$ cat config.mk
export PLATFORM = sky130hd
export DESIGN_NAME = ram_arbiter
export DESIGN_NICKNAME = d
export VERILOG_FILES = /design/src/rtl/ram_arbiter.sv
export SDC_FILE = /design/constraint.sdc
export NUM_CORES = 1
export LEC_CHECK = 0
export BUFFER_PORTS_ARGS = -buffer_cell sky130_fd_sc_hd__buf_2
export CAP_MARGIN = 10
export CORE_AREA = 2 2 541 543
export DETAILED_ROUTE_END_ITERATION = 7
export DIE_AREA = 0 0 543 545
export HOLD_SLACK_MARGIN = 0.12
export PLACE_DENSITY = 0.3
export SETUP_SLACK_MARGIN = 0.2
export SLEW_MARGIN = 20
export SYNTH_ARGS = -nofsm -noshare
export SYNTH_HDL_FRONTEND = slang
export SYNTH_SLANG_ARGS = --single-unit
$ cat constraint.sdc
create_clock -name clk -period 27.7 [get_ports clk]
set_input_delay 2.77 -clock clk [delete_from_list [all_inputs] [get_ports clk]]
set_output_delay 2.77 -clock clk [all_outputs]
set_load 0.02 [all_outputs]
$ cat src/rtl/ram_arbiter.sv
// Two-master arbiter for the block-wide data_ram port: instruction cache (IC) versus data cache (DC).
// Round-robin tie-breaking is compiled in with RAM_ARB_RR_EN; otherwise DC has fixed priority.
module ram_arbiter #(
    parameter int ADDR_W  = 30,
    parameter int BLOCK_W = 256
) (
    input  logic               clk,
    input  logic               rst,
    // Handshake: a requester raises en with stable request fields and keeps it up until its
    // ready pulse; the RAM side sees en held for the whole op and answers with a one-cycle ready.
    input  logic               ic_en_i,
    input  logic [ADDR_W-1:0]  ic_addr_i,
    output logic               ic_ready_o,
    output logic [BLOCK_W-1:0] ic_block_o,
    input  logic               dc_en_i,
    input  logic               dc_write_i,
    input  logic [ADDR_W-1:0]  dc_addr_i,
    input  logic [BLOCK_W-1:0] dc_wdata_i,
    output logic               dc_ready_o,
    output logic [BLOCK_W-1:0] dc_block_o,
    output logic               ram_en_o,
    output logic               ram_write_o,
    output logic [ADDR_W-1:0]  ram_addr_o,
    output logic [BLOCK_W-1:0] ram_wdata_o,
    input  logic               ram_ready_i,
    input  logic [BLOCK_W-1:0] ram_block_i,
    output logic               busy_o
);

    typedef enum logic [1:0] {
        IDLE    = 2'd0,
        IC_BUSY = 2'd1,
        DC_BUSY = 2'd2,
        RELEASE = 2'd3
    } state_t;

    state_t state;
    state_t state_next;
    logic   grant_ic;
    logic   grant_dc;
    logic   done;
    logic   dc_wins_tie;

`ifdef RAM_ARB_RR_EN
    // Set when DC holds the most recent grant; resets to IC so DC takes the first tie.
    logic last_grant_dc;

    always_ff @(posedge clk or posedge rst) begin
        if (rst) begin
            last_grant_dc <= 1'b0;
        end else if (grant_dc) begin
            last_grant_dc <= 1'b1;
        end else if (grant_ic) begin
            last_grant_dc <= 1'b0;
        end
    end

    always_comb begin
        dc_wins_tie = !last_grant_dc;
    end
`else
    always_comb begin
        dc_wins_tie = 1'b1;
    end
`endif

    always_ff @(posedge clk or posedge rst) begin
        if (rst) begin
            state <= IDLE;
        end else begin
            state <= state_next;
        end
    end

    always_comb begin
        state_next = state;
        grant_ic   = 1'b0;
        grant_dc   = 1'b0;
        done       = 1'b0;
        case (state)
            IDLE: begin
                if (dc_en_i && (!ic_en_i || dc_wins_tie)) begin
                    grant_dc   = 1'b1;
                    state_next = DC_BUSY;
                end else if (ic_en_i) begin
                    grant_ic   = 1'b1;
                    state_next = IC_BUSY;
                end
            end
            IC_BUSY, DC_BUSY: begin
                if (ram_ready_i) begin
                    done       = 1'b1;
                    state_next = RELEASE;
                end
            end
            // Bubble cycle lets the finished requester drop en before we arbitrate again.
            RELEASE: begin
                state_next = IDLE;
            end
            default: begin
                state_next = IDLE;
            end
        endcase
    end

    // RAM-side request is a latched copy, so requester inputs may move while the op is in flight.
    always_ff @(posedge clk or posedge rst) begin
        if (rst) begin
            ram_en_o    <= 1'b0;
            ram_write_o <= 1'b0;
            ram_addr_o  <= '0;
            ram_wdata_o <= '0;
        end else if (grant_dc) begin
            ram_en_o    <= 1'b1;
            ram_write_o <= dc_write_i;
            ram_addr_o  <= dc_addr_i;
            ram_wdata_o <= dc_wdata_i;
        end else if (grant_ic) begin
            ram_en_o    <= 1'b1;
            ram_write_o <= 1'b0;
            ram_addr_o  <= ic_addr_i;
            ram_wdata_o <= '0;
        end else if (done) begin
            ram_en_o    <= 1'b0;
            ram_write_o <= 1'b0;
        end
    end

    always_ff @(posedge clk or posedge rst) begin
        if (rst) begin
            ic_ready_o <= 1'b0;
            dc_ready_o <= 1'b0;
            ic_block_o <= '0;
            dc_block_o <= '0;
        end else begin
            ic_ready_o <= 1'b0;
            dc_ready_o <= 1'b0;
            // The returned block is captured for writes too, keeping both paths identical.
            if (done && state == IC_BUSY) begin
                ic_ready_o <= 1'b1;
                ic_block_o <= ram_block_i;
            end
            if (done && state == DC_BUSY) begin
                dc_ready_o <= 1'b1;
                dc_block_o <= ram_block_i;
            end
        end
    end

    assign busy_o = (state != IDLE);

endmodule
==> results of run 1 <==
-- worst reg2reg max path: cells and delay by family, from the launching register on --
kind	cells	cell delay, ns
AO/OA/AOI/OAI	2	0.51
adder cells (fa/ha/maj)	1	0.41
buffers and inverters	5	3.26
flip-flops	1	0.37
-- placed cells by master, fill, tap and decap left out --
cell / Yosys / layout
clkinvlp_4: 0 / 4
and2_1: 7 / 7
buf_4: 6 / 24
clkinv_16: 0 / 2
clkbuf_1: 31 / 22
buf_12: 0 / 3
o32a_1: 1 / 1
o21ai_0: 9 / 9
nand2_8: 0 / 1
mux2_1: 51 / 51
inv_2: 3 / 2
ha_2: 0 / 1
mux2_2: 207 / 207
diode_2: 0 / 37
o21ai_4: 0 / 1
nand3_4: 0 / 1
buf_2: 100 / 1380
inv_1: 5 / 4
inv_16: 0 / 1
nor2_4: 1 / 1
a22o_1: 256 / 256
nand2_1: 780 / 780
a32o_1: 1 / 1
clkbuf_16: 0 / 112
clkbuf_8: 0 / 25
clkinv_2: 0 / 20
inv_6: 0 / 3
dfrtp_1: 804 / 804
bufinv_16: 0 / 7
o22ai_1: 46 / 46
clkinv_8: 0 / 1
a21oi_1: 23 / 23
inv_8: 0 / 2
ha_1: 4 / 3
nand2b_1: 1 / 1
a31oi_1: 7 / 7
clkinv_4: 0 / 3
-- metal layers --
| metal | track usage [%] | wire length, µm | part of all wire, % | vias to the layer above |
|---|---|---|---|---|
| met1 | 13.3 | 70300 | 35 | 12600 |
| met5 | 0 | 1100 | 0.55 | - |
| met4 | 3.89 | 6630 | 3.3 | 168 |
| met2 | 21.3 | 92400 | 46 | 1227 |
| met3 | 8.90 | 30200 | 15 | 469 |
| li1 | - | - | - | 10900 |
-- area by class of cell --
class	instances	area, µm²	area share [%]
Sequential cell	804	20100	45.0
Timing Repair Buffer	1407	7150	16.0
Tap cell	3900	4880	10.9
Antenna cell	37	92.6	0.207
Clock inverter	40	480	1.07
Multi-Input combinational cell	1397	8750	19.6
Inverter	9	53.8	0.120
Clock buffer	159	3230	7.22
-- per-stage QoR --
stage               hold WS [ns]  instances  area, µm²  util (%)
finish                     0.467       7753      44800      15.4
CTS                        0.472       7716      44700      15.4
detailed placement         0.456       7517      41000      14.1
global placement           0.455       7517      41000      14.1
global route               0.484       7722      44700      15.4
floorplan                  0.485       2365      29700         -
-- flip-flops by register name, summed over array words and instances, names as in the netlist --
name and flops:
dc_block_o 256, ic_block_o 256, ram_wdata_o 256, ram_addr_o 30, state 2, dc_ready_o 1
ic_ready_o 1, ram_en_o 1, ram_write_o 1
-- final timing paths --
kind	to	slack (ns)	cells after the start
min	dc_block_o[254]$_DFFE_PP0P_	0.47	2
max reg2reg	ram_wdata_o[81]$_DFFE_PP0P_	23.02	8
min in group asynchronous	ram_wdata_o[86]$_DFFE_PP0P_	2.18	2
max	ram_wdata_o[81]$_DFFE_PP0P_	21.46	7
max in group asynchronous	ram_addr_o[16]$_DFFE_PP0P_	22.44	5
min reg2reg	dc_block_o[254]$_DFFE_PP0P_	0.47	2
-- kinds of logic (layout without fill, tap and decap cells) --
| family | Yosys count | after routing | synth area share (%) |
|---|---|---|---|
| flip-flops | 804 | 804 | 67.8 |
| other | 0 | 37 | 0 |
| AND/OR/NAND/NOR | 791 | 791 | 10.1 |
| buffers and inverters | 164 | 1615 | 2.80 |
| adder cells (fa/ha/maj) | 4 | 4 | 0.169 |
| AO/OA/AOI/OAI | 344 | 344 | 9.30 |
| multiplexers | 258 | 258 | 9.79 |
-- power groups by stage --
stage                     clock [mW]  combinational, mW  sequential (mW)
after floorplan                    0              0.783             2.65
after global placement             0               2.70             2.05
after detailed placement           0               2.71             2.06
after CTS                       1.54               2.71             2.05
after global routing            1.58               2.81             2.11
final                           1.48               2.63             2.04
==> flow_summary.ini, run 1 <==
[yosys]
synth.top_cell.area_share_pct = 67.8
async_reset_ff_share_pct = 100
yosysTopAreaCell = dfrtp_1
synth_seq_area_share_pct = 67.8
ys_warn_count = 0
syn_inst = 2365
ys_ff_latch = 804
syn_area_um2 = 29700
synthDistinctLibCells = 26
synth_edf_count = 0
avgSynthCellArea_um2 = 12.5
synthTopCellsByCount = dfrtp_1, nand2_1, a22o_1, mux2_2, buf_2
synth.net_count = 2947
ys_top_cells_by_area = dfrtp_1, nand2_1, mux2_2
synth_flop_cell = dfrtp_1
synth.most_common_cell = dfrtp_1

[route]
route.detailed.drc = 0
drt_iter0_markers = 1507
wirelength_mm = 201
first_pass_iters = 5
ant_nets = 0
vias = 25300
wl_per_cell_um = 25.9
vias_per_cell = 3.27

[setup_path]
worstSetupPathType = primary input to register
cpPeakStageDelay_ns = 0.80
endpoint_kind = register
startpoint = ic_en_i
r2r_start = state[0]$_DFFE_PP0P_
cp_num_buf_inv = 5
cp_slowest_cell = buf_4
setup.worst_path.start_class = primary input
worst-path-max-fanout = 72
path_cells = buf_2, o21ai_4, buf_4, buf_4, buf_4, buf_4, a22o_1
cpMostUsedCell = buf_4
critPathRequiredTime_ns = 28.39
path_delay_family = buffers and inverters
arrival_ns = 6.93

[final_layout]
drive_above_1_share_pct = 47.2
fin_nets = 4313
num-fill-cells = 32800
area_growth_pct = 50.9

[timing]
max_slew.worst_pin.slew_ns = 1.11
setup_viol = 0
rsz0062_at_grt = no
finalCritPeriodShare_pct = 22.5
fin_worst_skew_ns = 0.0595
period_needed_ns = 6.24
setup_slack_ns = 21.46
hold_viol = 0
timing.slew.headroom_pct = 25.9
drv_slew = 0
setup_tns_ns = 0
max_freq_mhz = 160

[clock_tree]
clock_latency_ns = 0.81
clk_pin_slew_ns = 0.06
cts-root-buf = clkbuf_16
cts_buffers = 112
clockBufferDepth = 4
cts_hold_buf = 0
ctsResizeCount = 0
cts_max_level = 3
clkSinkCount = 804
cts_setup_buffers = 0
cts_tree = done

[pwr]
vdd.ir_drop.worst_mv = 0.0507
seqPwrFrac_pct = 33.2
p_total_mw = 6.15
pwr-share-comb_pct = 42.8
sw_frac_of_total_pct = 44.5
p_sw_mw = 2.73
p_int_mw = 3.41
leakagePower_nw = 22.2
power_density_nw_per_um2 = 137
clkPwrFrac_pct = 24.0

[status]
outcome = finished, final reports clean

[floorplanning]
core_area_um2 = 290000
rows = 198
ios = 1381
die_w_um = 543
die_y_um = 545
die_area_um2 = 296000
initial_core_util_pct = 10.2

[hold_path]
min_from = dc_block_o[254]$_DFFE_PP0P_
min_path_type = register to register

[placement]
port_buffers = 1380
dp_worst_setup_slack_ns = 20.86
gp_congestion = 0.879
dp_hpwl_mm = 161

[grt]
grt_overflow_total = 0
grt_max_degree = 174
grt.total_usage_pct = 13.0
grt_antenna_before_repair = 169
grt_pass1_vias = 26200
grt_pass1_wl_mm = 259

[flow_run]
maxCapViolations = 0
No activity file was read; power rests on OpenSTA's default activity.
==> inputs of run 2 (changes only) <==
==> constraint.sdc (replaced) <==
create_clock -name clk -period 6.05 [get_ports clk]
set_input_delay 0.605 -clock clk [delete_from_list [all_inputs] [get_ports clk]]
set_output_delay 0.605 -clock clk [all_outputs]
set_load 0.02 [all_outputs]
==> run 2 against run 1 <==
Count of clock-buffer cells in the layout up 1; critical path type is now register to register; global-route usage about the same; sequential cell count unchanged.
==> flow_summary.ini, run 2 (synthesis results as in run 1) <==
[setup_path]
worstSetupPathType = register to register
ff2ff_path_depth = 6
endpoint_kind = register
arrival_ns = 3.69
path_cells = inv_1, ha_1, nand2_8, inv_6, buf_12, mux2_2
worst-path-max-fanout = 72
reg2reg_to = ic_block_o[247]$_DFFE_PP0P_
r2r_start = state[1]$_DFFE_PP0P_
regToRegSetupSlack_ns = 3.01
critPathRequiredTime_ns = 6.70
setup.worst_path.start_class = register
cp_slowest_cell = inv_6
cpPeakStageDelay_ns = 0.68

[timing]
hold_viol = 0
max_freq_mhz = 329
hold_ws_ns = 0.229
finalCritPeriodShare_pct = 50.2
fin_worst_skew_ns = 0.0595
rsz0062_at_grt = no
period_needed_ns = 3.04
max_slew.worst_pin.slew_ns = 0.940
setup_viol = 0
drv_slew = 0
timing.slew.headroom_pct = 37.2

[final_layout]
area_growth_pct = 70.5
top_regs = dc_block_o x256, ic_block_o x256, ram_wdata_o x256
fin_nets = 4892
final_common_cell = buf_2
num-fill-cells = 32500
postLayoutCellArea_um2 = 50600
layout.cells.most_common_list = buf_2, dfrtp_1, nand2_1, dlygate4sd3_1, a22o_1
fin_util_pct = 17.4
drive_above_1_share_pct = 41.0

[flow_run]
maxCapViolations = 0

[grt]
grt_pass1_vias = 28600
grt_antenna_before_repair = 152
grt_max_degree = 142
grt_pass1_wl_mm = 263
grt.total_usage_pct = 13.0
grt_overflow_total = 0

[hold_path]
holdPathEnd = ram_addr_o[4]$_DFFE_PP0P_
min_path_type = primary input to register
min_from = dc_addr_i[4]
holdPathStages = 4

[placement]
dp_hpwl_mm = 159
post_dp_cell_area_um2 = 41200
port_buffers = 1380
gp_congestion = 0.902

[clock_tree]
ctsResizeCount = 0
clkSinkCount = 804
clk_pin_slew_ns = 0.05
clockBufferDepth = 4
cts_max_level = 3
cts_tree = done
clock_latency_ns = 0.83
cts_buffers = 111
cts-root-buf = clkbuf_16

[pwr]
leakagePower_nw = 24.5
vdd.ir_drop.worst_mv = 0.349
power_density_nw_per_um2 = 564

[floorplanning]
die_area_um2 = 296000
initial_core_util_pct = 10.2
rows = 198
die_w_um = 543
core_area_um2 = 290000
ios = 1381
die_y_um = 545

[route]
drt-met1-wl_mm = 80.1
route.detailed.drc = 0
wl_per_cell_um = 24.0
vias_per_cell = 3.30
ant_nets = 0
met3WireLength_mm = 21.7
first_pass_iters = 5
wirelength_mm = 200
drt_iter0_markers = 1750
dr.max_layer_used = met5
wl_met2_mm = 90.2
vias = 27500

[status]
outcome = finished, final reports clean
run 2: cell count changes in the layout (fill, tap and decap cells not counted), moves of 3 or more:
cell / change
buf_12: +9
buf_4: +3
clkbuf_1: +4
clkinv_2: -10
diode_2: +22
dlygate4sd3_1: +567
run 2: critical path: cells and delay by family (launching register included):
kind          cells  cell delay (ns)
fa+ha+maj         1             0.26
mux               1             0.40
buf+inv           3             1.20
simple gates      1             0.37
flops             1             0.39
run 2: timing repair:
action                                 in CTS  in global routing
buffers inserted                            0                  0
endpoints found under the hold margin     805                  0
hold buffers                              567                  0
run 2: worst max-delay path by stage:
stage	endpoint	slack [ns]	startpoint
finish	ic_block_o[247]$_DFFE_PP0P_	3.01	state[1]$_DFFE_PP0P_
global route	ic_block_o[245]$_DFFE_PP0P_	2.80	state[1]$_DFFE_PP0P_
CTS	ic_block_o[247]$_DFFE_PP0P_	2.88	state[1]$_DFFE_PP0P_
detailed placement	ic_block_o[232]$_DFFE_PP0P_	2.84	ram_ready_i
global placement	ic_block_o[245]$_DFFE_PP0P_	2.84	ram_ready_i
floorplan	dc_block_o[0]$_DFFE_PP0P_	-5.59	rst
run 2: per-layer routing:
metal | global-route usage [%] | up-vias
li1 | - | 12100
met3 | 5.55 | 364
met2 | 20.7 | 1323
met4 | 4.49 | 98
met1 | 15.5 | 13700
met5 | 0 | -
run 2: report_power, final:
part | internal, mW | total, mW | switching, mW
combinational | 4.19 | 12.6 | 8.37
clock | 3.93 | 6.63 | 2.70
sequential | 7.85 | 9.32 | 1.47
run 2: area by class of cell:
| class | instances | area (µm²) | share of cell area [%] |
|---|---|---|---|
| antenna | 59 | 148 | 0.292 |
| clock buffer | 160 | 3190 | 6.31 |
| clock inverter | 30 | 394 | 0.779 |
| inverter | 9 | 50.0 | 0.0989 |
| multi-input combinational | 1397 | 8750 | 17.3 |
| sequential | 804 | 20100 | 39.8 |
| tap | 3900 | 4880 | 9.65 |
| timing repair buffer | 1987 | 13100 | 25.8 |
run 2: metrics by stage:
stage | power (mW) | TNS [ns] | setup WS (ns) | instances
final | 28.5 | 0 | 3.01 | 8346
after global routing | 30.1 | 0 | 2.80 | 8306
after CTS | 29.1 | 0 | 2.88 | 8286
after detailed placement | 21.7 | 0 | 2.84 | 7529
after global placement | 21.7 | 0 | 2.84 | 7529
after floorplan | 15.7 | -4495.71 | -5.59 | 2365
==> inputs of run 3 (changes only) <==
==> constraint.sdc (replaced) <==
create_clock -name clk -period 3 [get_ports clk]
set_input_delay 0.3 -clock clk [delete_from_list [all_inputs] [get_ports clk]]
set_output_delay 0.3 -clock clk [all_outputs]
set_load 0.02 [all_outputs]
==> run 3 against run 2 <==
Critical path depth up 2; worst setup slack worse by 2.6 ns; clock power up 92%; register-to-register slack worse by 2.6 ns; routed wire length down 0.13%; first-iteration DRC count down 11%; largest cell class unchanged; die area unchanged.
==> flow_summary.ini, run 3 (synthesis results as in run 1) <==
[route]
route.detailed.drc = 0
wirelength_mm = 200
vias = 27500
drt_iter0_markers = 1551
wl_per_cell_um = 23.8
first_pass_iters = 5
vias_per_cell = 3.28
ant_nets = 0

[clock_tree]
clock_latency_ns = 0.79
cts_setup_buffers = 0
clk_pin_slew_ns = 0.06
cts_hold_buf = 580
clockBufferDepth = 4
ctsResizeCount = 0
cts_buffers = 107
cts_tree = done
clkSinkCount = 804
cts_max_level = 3
cts-root-buf = clkbuf_16

[timing]
hold_viol = 0
max_freq_mhz = 382
timing.slew.headroom_pct = 39.5
period_needed_ns = 2.62
setup_tns_ns = 0
max_slew.worst_pin.slew_ns = 0.904
hold_ws_ns = 0.233
setup_viol = 0
fin_worst_skew_ns = 0.0425
drv_slew = 0
finalCritPeriodShare_pct = 87.3
setup_slack_ns = 0.382
rsz0062_at_grt = no

[final_layout]
top_regs = dc_block_o x256, ic_block_o x256, ram_wdata_o x256
final_common_cell = buf_2
area_growth_pct = 72.0
fin_util_pct = 17.6
layout.cells.most_common_list = buf_2, dfrtp_1, nand2_1, dlygate4sd3_1, a22o_1
fin_nets = 4943
drive_above_1_share_pct = 41.3

[setup_path]
endpoint_kind = register
worstSetupPathType = register to register
arrival_ns = 3.26
r2r_start = state[1]$_DFFE_PP0P_
worst-path-max-fanout = 16
regToRegSetupSlack_ns = 0.38
critPathRequiredTime_ns = 3.64
ff2ff_path_depth = 8
startpoint = state[1]$_DFFE_PP0P_
setup.worst_path.start_class = register

[grt]
grt_antenna_before_repair = 156
grt.total_usage_pct = 13.0
grt_pass1_vias = 28900
grt_overflow_total = 0
grt_max_degree = 111
grt_pass1_wl_mm = 263

[floorplanning]
ios = 1381
die_y_um = 545
initial_core_util_pct = 10.2
core_area_um2 = 290000
die_w_um = 543
rows = 198
die_area_um2 = 296000

[flow_run]
maxCapViolations = 0

[hold_path]
min_path_type = primary input to register
min_from = ram_block_i[233]
holdPathStages = 4

[placement]
dp_hpwl_mm = 163
dp_worst_setup_slack_ns = 0.707
gp_congestion = 0.908
port_buffers = 1380

[pwr]
vdd.ir_drop.worst_mv = 0.525
p_sw_mw = 25.1
pwr-share-comb_pct = 44.9
clkPwrFrac_pct = 22.2
p_int_mw = 32.0
power_density_nw_per_um2 = 1120
sw_frac_of_total_pct = 43.9
leakagePower_nw = 24.8
seqPwrFrac_pct = 33.0

[status]
outcome = finished, final reports clean
==> run 3: cell count changes in the layout (fill, tap and decap cells not counted), moves of 2 or more <==
cell,change
buf_4,+28
buf_12,+15
diode_2,+6
clkbuf_8,+4
clkinv_8,-2
clkbuf_16,-3
clkinvlp_4,-2
bufinv_16,-5
dlygate4sd3_1,+13
==> run 3: critical path: stages (launching register included) <==
cell and delay, ns:
dfrtp_1 0.39, inv_1 0.11, ha_1 0.30, buf_4 0.28, nand2_1 0.26, buf_4 0.31, o22ai_1 0.17, a21oi_1 0.06
dlygate4sd3_1 0.58
==> run 3: final cells by class <==
type                    count  area [µm²]
diodes                     65         163
clock buffers             161        3170
clock inverters            20         209
fillers                 32400      239000
inverters                   9        50.0
multi-input cells        1397        8750
flip-flops and latches    804       20100
well taps                3900        4880
repair buffers           2042       13700
==> run 3: path summary, 6_finish.rpt <==
path                                               end
min                        dc_block_o[233]$_DFFE_PP0P_
max reg2reg                 ram_addr_o[17]$_DFFE_PP0P_
max                         ram_addr_o[17]$_DFFE_PP0P_
min in group asynchronous  dc_block_o[225]$_DFFE_PP0P_
max in group asynchronous   ic_block_o[11]$_DFFE_PP0P_
min reg2reg                dc_block_o[201]$_DFFE_PP0P_
==> run 3: power by group through the flow <==
stage / Combinational, mW / Sequential, mW / Clock, mW
global placement: 25.1 / 18.9 / 0
floorplan: 7.24 / 24.5 / 0
finish: 25.6 / 18.8 / 12.7
CTS: 26.2 / 18.9 / 13.2
detailed placement: 25.1 / 18.9 / 0
global route: 27.3 / 19.4 / 13.6
==> run 3: routing by layer <==
layer | share of wire, % | vias to the layer above | global-route usage (%) | routed length, µm
li1 | - | 12200 | - | -
met1 | 39 | 13600 | 14.7 | 77800
met2 | 45 | 1298 | 20.9 | 90900
met3 | 12 | 347 | 6.46 | 23200
met4 | 3.8 | 98 | 4.57 | 7540
met5 | 0.32 | - | 0 | 642
==> run 3: per-stage QoR <==
step | cell area [µm²] | power [mW] | std cells
2_1_floorplan | 29700 | 31.7 | 2365
3_3_place_gp | 41700 | 43.9 | 7572
3_5_place_dp | 41700 | 44.0 | 7572
4_1_cts | 50800 | 58.3 | 8333
5_1_grt | 50900 | 60.3 | 8348
6_report | 51000 | 57.1 | 8398
